===== src/rtl/memc_pkg.sv =====
// memc shared definitions: one-hot state indices/encodings
// and read/write opcode constants for memc and its initiator.
package memc_pkg;

  localparam int S_IDLE  = 0;
  localparam int S_ISSUE = 1;
  localparam int S_ACK   = 2;
  localparam int S_WAIT  = 3;
  localparam int S_RESP  = 4;
  localparam int S_ERROR = 5;
  localparam int ST_W    = 6;

  localparam logic OP_RD = 1'b0;
  localparam logic OP_WR = 1'b1;

  typedef enum logic [ST_W-1:0] {
    ST_IDLE  = 6'b000001,
    ST_ISSUE = 6'b000010,
    ST_ACK   = 6'b000100,
    ST_WAIT  = 6'b001000,
    ST_RESP  = 6'b010000,
    ST_ERROR = 6'b100000
  } state_e;

endpackage


===== src/rtl/memc_initiator.sv =====
// memc bus initiator: core req/resp (valid/ready) to memc strobes.
// One access in flight; sticky busy-timeout and missing-ack errors.
//
// Ports:
//   clk, reset (async, active-low)
//   req_*  : core request (valid/ready, we, addr, wdata)
//   resp_* : held response (valid/ready, rdata, err)
//   mem_*  : memc addr, read/write strobes, wdata, busy, rdata
//   err_timeout, err_proto : sticky until reset
module memc_initiator
  import memc_pkg::*;
#(
  parameter int ADDR_W  = 16,
  parameter int DATA_W  = 8,
  parameter int TIMEOUT = 255
) (
  input  logic              clk,
  input  logic              reset,
  input  logic              req_valid,
  output logic              req_ready,
  input  logic              req_we,
  input  logic [ADDR_W-1:0] req_addr,
  input  logic [DATA_W-1:0] req_wdata,
  output logic              resp_valid,
  input  logic              resp_ready,
  output logic [DATA_W-1:0] resp_rdata,
  output logic              resp_err,
  output logic [ADDR_W-1:0] mem_addr,
  output logic              mem_read_en,
  output logic              mem_write_en,
  output logic [DATA_W-1:0] mem_wdata,
  input  logic              mem_busy,
  input  logic [DATA_W-1:0] mem_rdata,
  output logic              err_timeout,
  output logic              err_proto
);

  localparam int CNT_W =
    (TIMEOUT > 0) ? $clog2(TIMEOUT + 1) : 1;
  localparam logic [CNT_W-1:0] CNT_MAX =
    CNT_W'(TIMEOUT);

  state_e            state_q, state_d;
  logic [ADDR_W-1:0] addr_q, addr_d;
  logic              we_q, we_d;
  logic [DATA_W-1:0] wdata_q, wdata_d;
  logic [CNT_W-1:0]  cnt_q, cnt_d;
  logic [DATA_W-1:0] rdata_q, rdata_d;
  logic              rerr_q, rerr_d;
  logic              eto_q, eto_d;
  logic              epr_q, epr_d;

  logic in_flight;
  logic strobe;

  // reset gating keeps every output low while reset is held
  assign req_ready = reset & state_q[S_IDLE]
                   & ~eto_q & ~epr_q;

  assign in_flight = state_q[S_ISSUE]
                   | state_q[S_ACK]
                   | state_q[S_WAIT];

  // strobe only fires in ISSUE once memc is free
  assign strobe       = state_q[S_ISSUE] & ~mem_busy;
  assign mem_read_en  = strobe & (we_q == OP_RD);
  assign mem_write_en = strobe & (we_q == OP_WR);
  assign mem_addr     = in_flight ? addr_q : '0;
  assign mem_wdata    = in_flight ? wdata_q : '0;

  assign resp_valid  = state_q[S_RESP];
  assign resp_rdata  = resp_valid ? rdata_q : '0;
  assign resp_err    = resp_valid & rerr_q;
  assign err_timeout = eto_q;
  assign err_proto   = epr_q;

  always_comb begin
    state_d = state_q;
    addr_d  = addr_q;
    we_d    = we_q;
    wdata_d = wdata_q;
    cnt_d   = cnt_q;
    rdata_d = rdata_q;
    rerr_d  = rerr_q;
    eto_d   = eto_q;
    epr_d   = epr_q;
    unique case (1'b1)
      state_q[S_IDLE]: begin
        if (req_valid && req_ready) begin
          addr_d  = req_addr;
          we_d    = req_we;
          wdata_d = req_wdata;
          rdata_d = '0;
          rerr_d  = 1'b0;
          state_d = ST_ISSUE;
        end
      end
      state_q[S_ISSUE]: begin
        if (!mem_busy) state_d = ST_ACK;
      end
      state_q[S_ACK]: begin
        if (mem_busy) begin
          cnt_d   = '0;
          state_d = ST_WAIT;
        end else begin
          epr_d   = 1'b1;
          rerr_d  = 1'b1;
          rdata_d = '0;
          state_d = ST_RESP;
        end
      end
      state_q[S_WAIT]: begin
        if (!mem_busy) begin
          rdata_d = (we_q == OP_RD) ? mem_rdata : '0;
          state_d = ST_RESP;
        end else if (cnt_q == CNT_MAX) begin
          eto_d   = 1'b1;
          rerr_d  = 1'b1;
          rdata_d = '0;
          state_d = ST_RESP;
        end else begin
          cnt_d = cnt_q + CNT_W'(1);
        end
      end
      state_q[S_RESP]: begin
        if (resp_ready)
          state_d = (eto_q || epr_q) ? ST_ERROR
                                     : ST_IDLE;
      end
      state_q[S_ERROR]: begin
        state_d = ST_ERROR;
      end
      default: begin
        state_d = ST_IDLE;
      end
    endcase
  end

  always_ff @(posedge clk or negedge reset) begin
    if (!reset) begin
      state_q <= ST_IDLE;
      addr_q  <= '0;
      we_q    <= 1'b0;
      wdata_q <= '0;
      cnt_q   <= '0;
      rdata_q <= '0;
      rerr_q  <= 1'b0;
      eto_q   <= 1'b0;
      epr_q   <= 1'b0;
    end else begin
      state_q <= state_d;
      addr_q  <= addr_d;
      we_q    <= we_d;
      wdata_q <= wdata_d;
      cnt_q   <= cnt_d;
      rdata_q <= rdata_d;
      rerr_q  <= rerr_d;
      eto_q   <= eto_d;
      epr_q   <= epr_d;
    end
  end

endmodule


===== config.mk =====
export PLATFORM = sky130hd
export DESIGN_NAME = memc_initiator
export DESIGN_NICKNAME = d
export VERILOG_FILES = /design/src/rtl/memc_pkg.sv /design/src/rtl/memc_initiator.sv
export SDC_FILE = /design/constraint.sdc
export NUM_CORES = 1
export LEC_CHECK = 0
export CORE_MARGIN = 2
export CORE_UTILIZATION = 49
export CTS_CLUSTER_DIAMETER = 50
export CTS_CLUSTER_SIZE = 8
export DETAILED_ROUTE_END_ITERATION = 10
export GPL_TIMING_DRIVEN = 0
export MAX_ROUTING_LAYER = met4
export PLACE_DENSITY_LB_ADDON = 0.05
export SYNTH_ARGS = -nofsm -noshare
export SYNTH_HDL_FRONTEND = slang
export SYNTH_SLANG_ARGS = --single-unit

===== constraint.sdc =====
create_clock -name clk -period 3.7 [get_ports clk]
set_input_delay 0.74 -clock clk [delete_from_list [all_inputs] [get_ports clk]]
set_output_delay 0.74 -clock clk [all_outputs]
set_load 0.01 [all_outputs]

==> impl.org <==
** Clock tree
- For the worst-skew pair, the clock arrives at the later sink with an insertion delay of 300 ps.
- CTS tree :: done
- Clock tree synthesis inserted a total of 5 buffers.
- The H-tree generated during clock tree synthesis spans 2 levels.
- Counting along the longest clock path gives a buffer depth of 2.
- Post-CTS sizing :: 0
- Clock sink total :: 50
- Clock Pin Slew Worst Setup and Hold Paths :: 90 ps
- The root buffer cell chosen for the clock tree is sky130_fd_sc_hd__clkbuf_8.
- The number of setup buffers added after CTS is 0.
- Cts-stage hold buffer count :: 0

** Logic synthesis
- Area fraction of the dominant cell type after synthesis :: 0.5161
- The most used flip-flop cell after synthesis is sky130_fd_sc_hd__dfrtp_1.
- In this run, synthesis inferred 0 flip-flops with an integrated enable.
- Combined area of all synthesized cells :: between 2000 and 2500 sq um
- Count of synthesis-stage warnings from yosys :: 0
- The number of nets handed over by synthesis was 245.
- In this run, synthesis produced a sequential element count of 50.
- Gate Count Post-Synth :: 206
- Synth async-reset ratio :: 1.000
- The synthesized design spends more area on one cell type than any other, namely sky130_fd_sc_hd__dfrtp_1.
- Synthesis instantiated 42 different standard cells from the library.
- Mean cell area of the mapped netlist :: 11.53 sq um
- Proportion of synthesized chip area in sequential cells :: 0.5271
- Most area-consuming cells after synthesis :: sky130_fd_sc_hd__dfrtp_1 (52%), sky130_fd_sc_hd__mux2_1 (8.5%), sky130_fd_sc_hd__nor2b_1 (6.8%)

** Floorplan
- DIE AREA :: between 5000 and 6000 sq um
- Die W :: 73.64 microns
- Die Span Y :: 73.64 microns
- 77 I/O pins were placed.
- The total area inside the core boundary comes to 4692 sq um.
- Starting density of the core :: 0.5064
- Number of placement rows :: 25

** STA
- Setup TNS Final :: 0 ps
- For the pin with the worst max-slew slack, the measured transition is approximately 570 ps.
- Period minus WS final :: 3016 ps
- Of the available clock period, the critical path in the final layout requires 0.8152.
- Remaining max-slew budget at the tightest pin :: 0.6197
- For the final database, setup skew stands at 3.144 ps.
- Setup repair after global routing left no endpoint under its margin.
- Final setup violation count :: 0
- Across all hold checks on the routed design, the worst slack comes to 418.5 ps.
- The number of hold-slack violations in the final timing report came to 0.
- The number of max-slew violations in the final report came to 0.
- Timing would allow up to roughly 330 MHz.

** GRT
- Routing usage on met3 :: 0.05213
- Most Crowded Layer GR :: met2
- Entering global routing, the biggest net connects 30 pins.
- Met2 capacity usage during global routing :: 0.3185
- Global routing usage on met1 :: 0.2880
- Number of antenna violations at the first check in global routing :: 0
- Global routing finished with a remaining overflow of 0.
- Via count of the first global-routing pass :: approximately 1800
- Global-route usage over all layers :: 0.2160
- First-pass GRT wire length :: 8556 microns

** Layout
- From synthesis to final layout, the design area changed by 39.49%.
- Layout filler cell count :: 364
- N_diodes :: 0
- Layout cell share with drive strength beyond 1 :: 0.1203
- Once layout is complete, the utilization of the core stands at 0.7064.
- In the final layout, the multi-input gates occupy ~1100 sq um.
- Commonest non-fill, non-tap cells in the layout :: sky130_fd_sc_hd__clkdlybuf4s50_1 (75), sky130_fd_sc_hd__dfrtp_1 (49), sky130_fd_sc_hd__nor2b_1 (26), sky130_fd_sc_hd__mux2_1 (18), sky130_fd_sc_hd__nand2_1 (15)
- The final layout contains 329 nets.
- Area taken by flip-flops and latches :: 1252 sq um
- Most frequent standard cell in the layout excluding fill and tap cells :: sky130_fd_sc_hd__clkdlybuf4s50_1

** Setup path
- Worst Path Buf+Inv :: 3
- The slowest stage of the critical path is the sky130_fd_sc_hd__clkdlybuf4s50_1 cell.
- Traced cell by cell, the critical path runs through clkdlybuf4s50_1 -> buf_2 -> nor2b_1 -> nor2b_1 -> clkdlybuf4s50_1.
- R2R Path End :: rdata_q[4]$_DFFE_PN0P_
- Crit path max fanout :: 10
- The worst setup path is of the in -> out kind.
- Sort of element at the end of the critical path :: primary output
- Flop-to-flop setup slack :: 1940 ps
- Startpoint of the lowest-slack register-to-register path :: cnt_q[0]$_DFFE_PN0P_
- STA classifies the critical path startpoint as a primary input.
- For the worst flop-to-flop path, the logic depth is 5.
- Top Family by Delay on Critical Path :: buffers and inverters
- For this run, the slowest stage of the critical path takes 560 ps.
- Crit path arrival time :: 2280 ps
- At the worst endpoint, the required time is 2960 ps.

** Route
- Initial drt markers :: 90
- Via count normalized by instance count :: 5.397
- After detailed routing, the average wire length per cell comes to 15.03 microns.
- Antenna viol nets, final :: 0
- Count of vias placed by the detailed router :: around 1900
- For this run, the detailed router's first-pass iteration total came to 4.
- The routed design has 5185 microns of wire.
- DRC viols :: 0

** Placement
- Final GP Congestion :: a little over 0.8
- Half-perimeter wire length after placement :: 3910 microns
- Count of port buffers added during placement :: 76

** Pwr
- IR analysis of the VDD net gives a maximum drop of about 0.45 mV.
- In this run the power density over the cells is just under 600 nW/um^2.
- Summed over all cells, the static leakage comes to 1.396 nW.
- Total power for the finished layout comes to 1.925 mW.

** Flow run
- Max-cap viol count :: 0

** Worst hold path
- The path class of the tightest hold or removal check is in -> async.

** Run status
- Result of the run :: finished clean
==> synthesized netlist by cell type (all sizes together) (2+ instances only) <==
library cell,number
or4b,2
o21ai,8
dfrtp,49
a22o,10
and3,2
nand2,15
o21bai,2
nor2b,26
inv,4
nand3,7
and2,10
or3,2
nor3,2
buf,7
mux2,25
a21oi,2
nand4,6
nor2,7
clkbuf,4
o31ai,2
==> logic make-up (layout without fill, tap and decap cells) <==
family                     Yosys count  after routing  share of synthesized area
adders and majority gates            1              1                   0.005265
and+or+nand+nor                     83             83                     0.2149
DFF                                 50             50                     0.5271
AOI/OAI and AO/OA                   30             30                    0.09794
buffers and inverters               15            100                    0.02843
muxes                               26             26                     0.1227
xor gates and xnor gates             1              1                   0.003687
==> flip-flops by register name (all words and copies together), names as in the netlist <==
register / count
addr_q: 16
cnt_q: 8
rdata_q: 8
wdata_q: 8
state_q: 6
err_proto: 1
err_timeout: 1
rerr_q: 1
we_q: 1
==> metal layers <==
metal  vias to the layer above  part of all wire
met2                        71              0.47
li1                        888                 -
met3                        12             0.057
met4                         0             0.021
met1                       891              0.46
met5                         -                 0
==> worst register-to-register path: stages, from the launching register on <==
cell and delay, ps:
sky130_fd_sc_hd__dfrtp_1 390, sky130_fd_sc_hd__ha_1 240, sky130_fd_sc_hd__and4_4 270, sky130_fd_sc_hd__a41o_1 230, sky130_fd_sc_hd__nand4_2 240, sky130_fd_sc_hd__a22o_1 280
==> how the worst max path moves through the flow <==
stage / depth (start not counted) / startpoint / to
final: 5 / mem_busy / mem_read_en
after global routing: 5 / state_q[3]$_DFF_PN0_ / mem_wdata[5]
after CTS: 5 / state_q[3]$_DFF_PN0_ / mem_addr[14]
after detailed placement: 5 / mem_busy / mem_read_en
after global placement: 3 / reset / req_ready
after floorplan: 3 / mem_busy / mem_read_en
==> per-stage QoR <==
stage,cell area (sq um),setup slack [ps],std cells
after floorplan,2376,1704,206
after global placement,3204,-905.7,336
after detailed placement,3219,669.1,337
after CTS,3314,644.5,345
after global routing,3314,521.7,345
final,3314,683.9,345
==> power by group <==
group          total, mW  internal, mW  leakage [nW]  switching [mW]
combinational      0.733         0.414         0.720           0.319
clock              0.331         0.150        0.0472           0.181
sequential         0.861         0.748         0.629           0.113
==> area by class of cell <==
cell class / instances / share of cell area
flip-flops and latches: 50 / 0.3779
multi-input cells: 141 / 0.3186
repair buffers: 77 / 0.2341
clock buffers: 6 / 0.02492
well taps: 54 / 0.02039
plain buffers: 11 / 0.01586
inverters: 4 / 0.004530
clock inverters: 2 / 0.003775
No activity file was read; power rests on OpenSTA's default activity.
